==> config.mk <==
export PLATFORM = sky130hd
export DESIGN_NAME = datapath_sequencer
export DESIGN_NICKNAME = d
export VERILOG_FILES = /design/src/rtl/datapath_sequencer.sv
export SDC_FILE = /design/constraint.sdc
export NUM_CORES = 1
export LEC_CHECK = 0
export CORE_MARGIN = 2
export CORE_UTILIZATION = 35
export CTS_CLUSTER_SIZE = 20
export DETAILED_ROUTE_END_ITERATION = 6
export PLACE_DENSITY_LB_ADDON = 0.05
export SYNTH_ARGS = -nofsm -noshare
export SYNTH_HDL_FRONTEND = slang
export SYNTH_SLANG_ARGS = --single-unit
==> constraint.sdc <==
create_clock -name clock -period 4.7 [get_ports clock]
set_input_delay 0.705 -clock clock [delete_from_list [all_inputs] [get_ports clock]]
set_output_delay 0.705 -clock clock [all_outputs]
set_load 0.02 [all_outputs]
==> src/rtl/datapath_sequencer.sv <==
// Multi-cycle control sequencer for the 64-bit register-file/ALU/RAM datapath.
// Every control output is a flop loaded from the next state and the next latched instruction fields.
module datapath_sequencer #(
  parameter logic [4:0] FS_AND = 5'b00000,
  parameter logic [4:0] FS_ORR = 5'b00100,
  parameter logic [4:0] FS_ADD = 5'b01000,
  parameter logic [4:0] FS_SUB = 5'b01010
) (
  input  logic        clock,
  input  logic        reset_n,
  input  logic        start,
  input  logic [2:0]  op,
  input  logic [4:0]  rd,
  input  logic [4:0]  rn,
  input  logic [4:0]  rm,
  input  logic [11:0] imm,
  output logic        ready,
  output logic        done,
  output logic [4:0]  SA,
  output logic [4:0]  SB,
  output logic [4:0]  DA,
  output logic        w_reg,
  output logic [4:0]  FS,
  output logic        C0,
  output logic        B_Sel,
  output logic [63:0] k,
  output logic        EN_ALU,
  output logic        EN_B,
  output logic        EN_ADDR_ALU,
  output logic        ram_cs,
  output logic        ram_write_en,
  output logic        ram_read_en
);

  typedef enum logic [2:0] {IDLE, EXEC, LD_ADDR, LD_WB, ST, DONE} state_t;

  localparam logic [2:0] OP_SUB  = 3'd1;
  localparam logic [2:0] OP_AND  = 3'd2;
  localparam logic [2:0] OP_ORR  = 3'd3;
  localparam logic [2:0] OP_ADDI = 3'd4;
  localparam logic [2:0] OP_SUBI = 3'd5;
  localparam logic [2:0] OP_LDUR = 3'd6;
  localparam logic [2:0] OP_STUR = 3'd7;
  localparam logic [4:0] XZR     = 5'd31;

  state_t      state_q, state_d;
  logic [2:0]  op_q, op_d;
  logic [4:0]  rd_q, rd_d, rn_q, rn_d, rm_q, rm_d;
  logic [11:0] imm_q, imm_d;
  logic        accept;
  logic [63:0] offset_d;

  logic        ready_d, done_d, w_reg_d, c0_d, b_sel_d;
  logic [4:0]  sa_d, sb_d, da_d, fs_d;
  logic [63:0] k_d;
  logic        en_alu_d, en_b_d, en_addr_d, cs_d, we_d, re_d;

  assign accept   = start && ready;
  assign offset_d = {{55{imm_d[8]}}, imm_d[8:0]};

  always_ff @(posedge clock or negedge reset_n) begin
    if (!reset_n) begin
      state_q <= IDLE;
      op_q    <= '0;
      rd_q    <= '0;
      rn_q    <= '0;
      rm_q    <= '0;
      imm_q   <= '0;
    end else begin
      state_q <= state_d;
      op_q    <= op_d;
      rd_q    <= rd_d;
      rn_q    <= rn_d;
      rm_q    <= rm_d;
      imm_q   <= imm_d;
    end
  end

  always_comb begin
    state_d = state_q;
    op_d    = accept ? op  : op_q;
    rd_d    = accept ? rd  : rd_q;
    rn_d    = accept ? rn  : rn_q;
    rm_d    = accept ? rm  : rm_q;
    imm_d   = accept ? imm : imm_q;
    case (state_q)
      IDLE: begin
        if (accept) begin
          case (op)
            OP_LDUR: state_d = LD_ADDR;
            OP_STUR: state_d = ST;
            default: state_d = EXEC;
          endcase
        end
      end
      EXEC:    state_d = DONE;
      LD_ADDR: state_d = LD_WB;
      LD_WB:   state_d = DONE;
      ST:      state_d = DONE;
      DONE:    state_d = IDLE;
      default: state_d = IDLE;
    endcase
  end

  // Decoding the upcoming state lets the control word land in flops on the same edge as the state.
  always_comb begin
    ready_d   = 1'b0;
    done_d    = 1'b0;
    sa_d      = '0;
    sb_d      = '0;
    da_d      = '0;
    w_reg_d   = 1'b0;
    fs_d      = '0;
    c0_d      = 1'b0;
    b_sel_d   = 1'b0;
    k_d       = '0;
    en_alu_d  = 1'b0;
    en_b_d    = 1'b0;
    en_addr_d = 1'b0;
    cs_d      = 1'b0;
    we_d      = 1'b0;
    re_d      = 1'b0;
    case (state_d)
      IDLE: ready_d = 1'b1;
      EXEC: begin
        sa_d     = rn_d;
        da_d     = rd_d;
        en_alu_d = 1'b1;
        w_reg_d  = (rd_d != XZR);
        case (op_d)
          OP_SUB, OP_SUBI: begin
            fs_d = FS_SUB;
            c0_d = 1'b1;
          end
          OP_AND:  fs_d = FS_AND;
          OP_ORR:  fs_d = FS_ORR;
          default: fs_d = FS_ADD;
        endcase
        if (op_d == OP_ADDI || op_d == OP_SUBI) begin
          b_sel_d = 1'b1;
          k_d     = {52'd0, imm_d};
        end else begin
          sb_d = rm_d;
        end
      end
      LD_ADDR, LD_WB: begin
        sa_d      = rn_d;
        b_sel_d   = 1'b1;
        k_d       = offset_d;
        fs_d      = FS_ADD;
        en_addr_d = 1'b1;
        cs_d      = 1'b1;
        re_d      = 1'b1;
        if (state_d == LD_WB) begin
          da_d    = rd_d;
          w_reg_d = (rd_d != XZR);
        end
      end
      ST: begin
        sa_d      = rn_d;
        sb_d      = rd_d;
        b_sel_d   = 1'b1;
        k_d       = offset_d;
        fs_d      = FS_ADD;
        en_addr_d = 1'b1;
        en_b_d    = 1'b1;
        cs_d      = 1'b1;
        we_d      = 1'b1;
      end
      DONE: done_d = 1'b1;
      default: ;
    endcase
  end

  always_ff @(posedge clock or negedge reset_n) begin
    if (!reset_n) begin
      ready        <= 1'b1;
      done         <= 1'b0;
      SA           <= '0;
      SB           <= '0;
      DA           <= '0;
      w_reg        <= 1'b0;
      FS           <= '0;
      C0           <= 1'b0;
      B_Sel        <= 1'b0;
      k            <= '0;
      EN_ALU       <= 1'b0;
      EN_B         <= 1'b0;
      EN_ADDR_ALU  <= 1'b0;
      ram_cs       <= 1'b0;
      ram_write_en <= 1'b0;
      ram_read_en  <= 1'b0;
    end else begin
      ready        <= ready_d;
      done         <= done_d;
      SA           <= sa_d;
      SB           <= sb_d;
      DA           <= da_d;
      w_reg        <= w_reg_d;
      FS           <= fs_d;
      C0           <= c0_d;
      B_Sel        <= b_sel_d;
      k            <= k_d;
      EN_ALU       <= en_alu_d;
      EN_B         <= en_b_d;
      EN_ADDR_ALU  <= en_addr_d;
      ram_cs       <= cs_d;
      ram_write_en <= we_d;
      ram_read_en  <= re_d;
    end
  end

endmodule

; Word-level counts from Yosys, hierarchy flattened
; Index checks and enable logic that the tools add are counted.
[classes]
n_eq_ne = 17
n_mux = 29
n_reduce_logical = 9
[op_table]
columns = cell, count
row1 = 64-bit case mux with 2 select lines, 1
row2 = 5-bit two-way mux, 6
row3 = 12-bit two-way mux, 2
row4 = "3-bit equality test, second input constant", 7
row5 = 5-bit case mux with 2 select lines, 2
row6 = "3-bit by 2-bit equality test with 1-bit output, second input constant", 6
row7 = 4-bit case mux with 3 select lines, 1
row8 = 1-bit two-way mux, 10
row9 = "3-bit by 1-bit equality test with 1-bit output, second input constant", 3
row10 = 3-bit case mux with 3 select lines, 1
row11 = 4-bit case mux with 2 select lines, 1
row12 = 3-bit zero test, 2
row13 = 3-bit two-way mux, 2
row14 = 3-bit case mux with 2 select lines, 1
row15 = 3-bit OR reduction, 2
row16 = "5-bit != test, second input constant", 1
row17 = 1-bit case mux with 2 select lines, 2
row18 = 2-bit OR reduction, 2
row19 = 4-bit OR reduction, 1
row20 = 1-bit logical AND, 1
row21 = 1-bit logical OR, 1
[word_totals]
reg_bits = 126
in_bits = 33
out_inout_bits = 95
word_cells = 75

; Logic depth before layout (Yosys ltp)
; Gate-level depths: netlist of run 1.
[logic_depth]
ltp_word = 7
depth_mapped = 5
depth_no_buf = 3

; Least setup slack after synthesis of run 1
; No wires, ideal clock.
[synth_path]
path_kind = register to output
from = register, netlist name k[62]
to = output k[13]
arrival_ns = 1.473
required_time_ns = 3.995
setup_slack_ns = 2.522
path_stages_with_launch = 2
n_path_buf = 1
cell_sequence = dfrtp_1 > buf_4
[synth_lines]
columns = element, line_no
row1 = end: declaration, 26  ; output logic [63:0] k,

==> results of run 1 <==
==> synthesized netlist by cell type (2+ instances only) <==
| library cell | count |
|---|---|
| dfrtp_1 | 64 |
| buf_4 | 58 |
| nand2_1 | 25 |
| a21oi_1 | 14 |
| nor2_1 | 9 |
| mux2_2 | 8 |
| nor2b_1 | 8 |
| inv_1 | 7 |
| o21ai_0 | 7 |
| buf_2 | 6 |
| nand4_1 | 6 |
| nand3_1 | 5 |
| nor3b_1 | 5 |
| clkbuf_1 | 4 |
| and3_2 | 3 |
| mux2_4 | 3 |
| mux2i_1 | 3 |
| nor3_1 | 3 |
| a21boi_0 | 2 |
| and2_1 | 2 |
| buf_6 | 2 |
| nand2b_1 | 2 |
| nor4_1 | 2 |
| or2_2 | 2 |
==> worst max path at each step <==
stage	endpoint
floorplan	k[13]
global placement	k[58]
detailed placement	k[18]
CTS	k[18]
global route	k[18]
finish	k[18]
==> metrics by stage <==
stage | utilization | power (uW) | hold WS, ps
3_3_place_gp | 0.468 | 1270 | 458
3_5_place_dp | 0.468 | 1280 | 465
2_1_floorplan | - | 1120 | 409
4_1_cts | 0.497 | 1840 | 347
5_1_grt | 0.500 | 1930 | 377
6_report | 0.500 | 1820 | 341
==> cells by family (layout without fill, tap and decap cells) <==
| family | count (synthesis) | count (layout) | share of synthesized area |
|---|---|---|---|
| AND/OR/NAND/NOR | 81 | 81 | 0.151 |
| buffers and inverters | 77 | 150 | 0.180 |
| flip-flops | 65 | 65 | 0.554 |
| AO/OA/AOI/OAI | 29 | 29 | 0.0579 |
| multiplexers | 14 | 14 | 0.0562 |
| other | 1 | 2 | 0.00128 |
==> per-layer routing <==
layer | GRT usage | up-vias | wire [um]
met4 | 0.0571 | 0 | 85
met5 | 0 | - | 0
met1 | 0.173 | 948 | 2680
li1 | - | 961 | -
met3 | 0.0522 | 9 | 489
met2 | 0.223 | 78 | 3000
==> cell type report <==
cell class	instances	area, um2
fillers	767	4080
flip-flops and latches	65	1630
repair buffers	127	1280
multi-input cells	126	786
clock buffers	12	165
well taps	105	131
clock inverters	4	73.8
inverters	7	26.3
==> critical path, cell delays in order, from the launching register on <==
cell	delay (ps)
dfrtp_1	620
buf_16	230
clkdlybuf4s50_1	630
==> where the power goes <==
part | internal, uW | switching (uW)
combinational | 236 | 262
clock | 342 | 212
sequential | 695 | 68.0
total | 1270 | 542
==> results by group, run 1 <==
Global routing
  • Vias in the first global route: ~1900
  • GRT Overall Usage: 0.140
  • Initial antenna violation count: 0
  • Pin count of the biggest net entering global routing: 53
  • GRT overflow: 0
  • First-pass GRT wire length: 9.54 mm

Logic synthesis
  • Post-Synthesis Cells: 267
  • Ys async rst share: 1.00
  • Count of warnings emitted by yosys: 0
  • Post-synthesis register bit count: 65
  • Synth top area share: 0.545
  • Seq/Total Area, Yosys: 0.554
  • Synth area leaders: dfrtp_1 54%, buf_4 15%, nand2_1 3.2%
  • Syn Area/Cell: 11.0 um2
  • Cell taking the most area after synthesis: dfrtp_1
  • Dominant synthesized flop cell: dfrtp_1
  • Number of synthesized flops with an enable pin: 0
  • Distinct cells, synth: 41
  • Syn Std Cell Area: 2940 um2

Floorplan
  • Die Span X: 95.6 um
  • Core ar.: 8180 um2
  • Full die area: 9150 um2
  • Die Y: 95.6 um
  • Initial Util: 0.360
  • Rows: 33
  • IO Pins: 128

Clocking
  • Sink Count: between 60 and 70
  • Clock slew at reported path FFs: 70 ps
  • Total CTS buffers: 9
  • Clk Latency, worst-skew pair: around 340 ps
  • Post-CTS setup buffer count: 0
  • H-tree depth: 3
  • Clock Tree Buf Depth: 2
  • Post-CTS Hold Fix Bufs: 0
  • CTS Root Cell: clkbuf_8
  • CTS resizes: 0
  • CTS tree: yes

Layout
  • Largest registers: k (13), imm_q (12)
  • Max reg flops: 13
  • Final net count: 369
  • Layout area overhead: 39.2%
  • Fin cells: roughly 450
  • Layout cells sized above 1: 0.123
  • # diodes: 0
  • Design Area, Final: between 4000 and 5000 um2
  • Reg with most FFs: k
  • Commonest non-fill, non-tap cells in the layout: 124 x clkdlybuf4s50_1, 64 x dfrtp_1, 25 x nand2_1
  • Commonest non-fill, non-tap cell in the layout: clkdlybuf4s50_1

Setup path
  • WP data required: 3990 ps
  • Startpoint types: register
  • Critical Path Sink Type: primary output
  • Reg-to-Reg Start: ready$_DFF_PN1_
  • CP Class: reg2out
  • Worst Setup SP: k[62]$_DFF_PN0_
  • Reg-to-reg critical path endpoint: w_reg$_DFF_PN0_
  • CP Max Fanout: 39
  • Arr. time, crit path: 1810 ps
  • R2R cell count: 3
  • Reg-to-reg setup timing slack: between 2000 and 3000 ps

Placement
  • Area of placed instances: between 3000 and 4000 um2
  • PortBufs: 125
  • Gpl congestion: 0.696
  • Post-detail-place hpwl: 4.29 mm
  • Placed cells: 429
  • DP Worst Slack: 1990 ps

STA
  • Period utilisation layout: 0.536
  • TNS Setup: 0 ps
  • Unrepaired setup endpoints after global routing: no
  • Final setup fails: 0
  • Final WS setup: 2180 ps
  • Max-slew violation count: 0
  • Worst Clk Skew: approximately 11 ps
  • Worst Tran Pin Value: 601 ps
  • Final Hold Viols: 0
  • Slew HR: 0.599
  • Fmax: 0.397 GHz
  • Fin crit period: 2520 ps

Route
  • Drt via density: ~4.5
  • Final wirelength: between 6 and 7 mm
  • Drt wl/cell: 14.0 um
  • Detailed-route DRC error count: 0
  • Vias: 1996
  • DR iter-0 viols: 131
  • DRT Pass-1 Iters: 4
  • Final ANT Viol Nets: 0

Pwr
  • VDD IR max: 209 uV
  • Pwr per Cell Area: 444 nW/um2
  • Pleak: 0.00178 uW

Job
  • # Max-Cap Violations: 0

Worst hold path
  • Min-Delay Path Class: in2async

Run status
  • Status: completed
Power figures use the tool's default switching activity.
==> inputs of run 2 (changes only) <==
clock period = 2.65 ns   (was 4.7 ns; I/O delays follow)
==> results by group, run 2 (synthesized netlist as in run 1, its figures left out) <==
STA
  • Final Hold Viols: 0
  • Slew HR: 0.598
  • Worst Clk Skew: 10.8 ps
  • Max-slew violation count: 0
  • Fmax: 0.473 GHz
  • TNS Setup: 0 ps
  • Final setup fails: 0
  • Period utilisation layout: 0.798
  • Fin crit period: between 2000 and 2500 ps
  • Unrepaired setup endpoints after global routing: no
  • Worst Tran Pin Value: 603 ps

Global routing
  • Initial antenna violation count: 0
  • First-pass GRT wire length: 9.89 mm
  • Vias in the first global route: between 1500 and 2000
  • GRT Overall Usage: 0.145
  • Pin count of the biggest net entering global routing: 53
  • GRT overflow: 0

Pwr
  • Register share of total power: 0.429
  • P_sw: 974 uW
  • Switching share of total power: 0.308
  • Pint: between 2000 and 2500 uW
  • VDD IR max: 404 uV
  • Clk pwr share: 0.293
  • Combinational fraction of design power: 0.278
  • Pwr per Cell Area: 777 nW/um2
  • Pleak: between 0.0015 and 0.002 uW

Clocking
  • Post-CTS setup buffer count: 0
  • CTS tree: yes
  • Total CTS buffers: 9
  • Sink Count: 65
  • CTS resizes: 0
  • CTS Root Cell: clkbuf_8
  • Post-CTS Hold Fix Bufs: 0
  • Clock Tree Buf Depth: 2
  • Clk Latency, worst-skew pair: 340 ps
  • Clock slew at reported path FFs: 80 ps
  • H-tree depth: 3

Run status
  • Status: completed

Setup path
  • Slowest-stage cell, CP: clkdlybuf4s50_1
  • Cell Chain, Critical Path: buf_4, clkdlybuf4s50_1
  • Startpoint types: register
  • CP delay by family, top: buffers and inverters
  • WP data required: 2250 ps
  • CP Class: reg2out
  • Arr. time, crit path: 1720 ps
  • Critical Path Sink Type: primary output
  • WP buf/inv: 2
  • CP Max Fanout: 52
  • CP max stage delay: roughly 700 ps

Placement
  • Post-detail-place hpwl: around 4.4 mm
  • Gpl congestion: between 0.7 and 0.8
  • PortBufs: 125

Route
  • DRT Pass-1 Iters: 4
  • Detailed-route DRC error count: 0
  • Final ANT Viol Nets: 0
  • Drt via density: roughly 4.4
  • Drt wl/cell: 14.2 um
  • DR iter-0 viols: 83
  • Final wirelength: 6.32 mm
  • Vias: a little under 2000

Layout
  • Finished Core Util: 0.497
  • Commonest non-fill, non-tap cell in the layout: clkdlybuf4s50_1
  • Largest registers: k (13), imm_q (12)
  • Max reg flops: 13
  • Layout area overhead: 38.3%
  • Fillers: 755
  • Reg with most FFs: k
  • Final net count: 369
  • # diodes: 0
  • Commonest non-fill, non-tap cells in the layout: 124 x clkdlybuf4s50_1, 64 x dfrtp_1, 25 x nand2_1
  • Layout cells sized above 1: 0.120

Floorplan
  • Full die area: ~9000 um2
  • Die Y: 95.6 um
  • Core ar.: between 8000 and 9000 um2
  • Die Span X: 95.6 um
  • Rows: 33
  • IO Pins: ~130
  • Initial Util: 0.360

Job
  • # Max-Cap Violations: 0

Worst hold path
  • Min-Delay Path Class: in2async
[run 2: final timing paths]
kind                                      from                   to  slack (ps)  cells after the start
setup / recovery               k[62]$_DFF_PN0_                k[19]         540                      2
setup reg to reg               ready$_DFF_PN1_      w_reg$_DFF_PN0_         970                      3
min in group clock         imm_q[10]$_DFF_PN0_  imm_q[10]$_DFF_PN0_         480                      2
hold / removal                         reset_n     ram_cs$_DFF_PN0_          60                      1
hold reg to reg            imm_q[10]$_DFF_PN0_  imm_q[10]$_DFF_PN0_         480                      2
max in group asynchronous              reset_n      ready$_DFF_PN1_        1900                      2
[run 2: final cells by class]
type	instances	area, um2	share of cell area
Clock inverter	6	92.6	0.0228
Multi-Input combinational cell	126	786	0.193
Inverter	7	26.3	0.00646
Clock buffer	10	128	0.0314
Timing Repair Buffer	127	1270	0.313
Sequential cell	65	1630	0.400
Tap cell	105	131	0.0323
[run 2: power groups by stage]
stage	Sequential (uW)	Combinational (uW)	Clock [uW]
3_5_place_dp	1370	892	0
4_1_cts	1360	896	956
5_1_grt	1390	981	1010
3_3_place_gp	1370	882	0
6_report	1350	879	925
2_1_floorplan	1400	591	0
[run 2: stage by stage]
stage / instance area [um2] / std cells / total power [uW] / hold WS, ps / worst slack [ps]
final: 4070 / 446 / 3160 / 58.3 / 536
after global routing: 4070 / 446 / 3370 / 95.2 / 415
after CTS: 4070 / 446 / 3210 / 55.4 / 488
after detailed placement: 3840 / 430 / 2260 / 436 / 451
after global placement: 3840 / 430 / 2250 / 432 / 517
after floorplan: 2940 / 268 / 1990 / 102 / 780
[run 2: routing by layer]
layer / wire length (um) / share of wire / vias up / track usage
met5: 0 / 0 / - / 0
met2: 3100 / 0.49 / 72 / 0.227
met4: 77 / 0.012 / 0 / 0.0762
li1: - / - / 957 / -
met1: 2740 / 0.43 / 941 / 0.187
met3: 399 / 0.063 / 8 / 0.0332
[run 2: worst register-to-register path: stages (launching register included)]
cell,delay (ps)
dfstp_2,660
and2_2,370
a21oi_1,230
a311oi_1,320
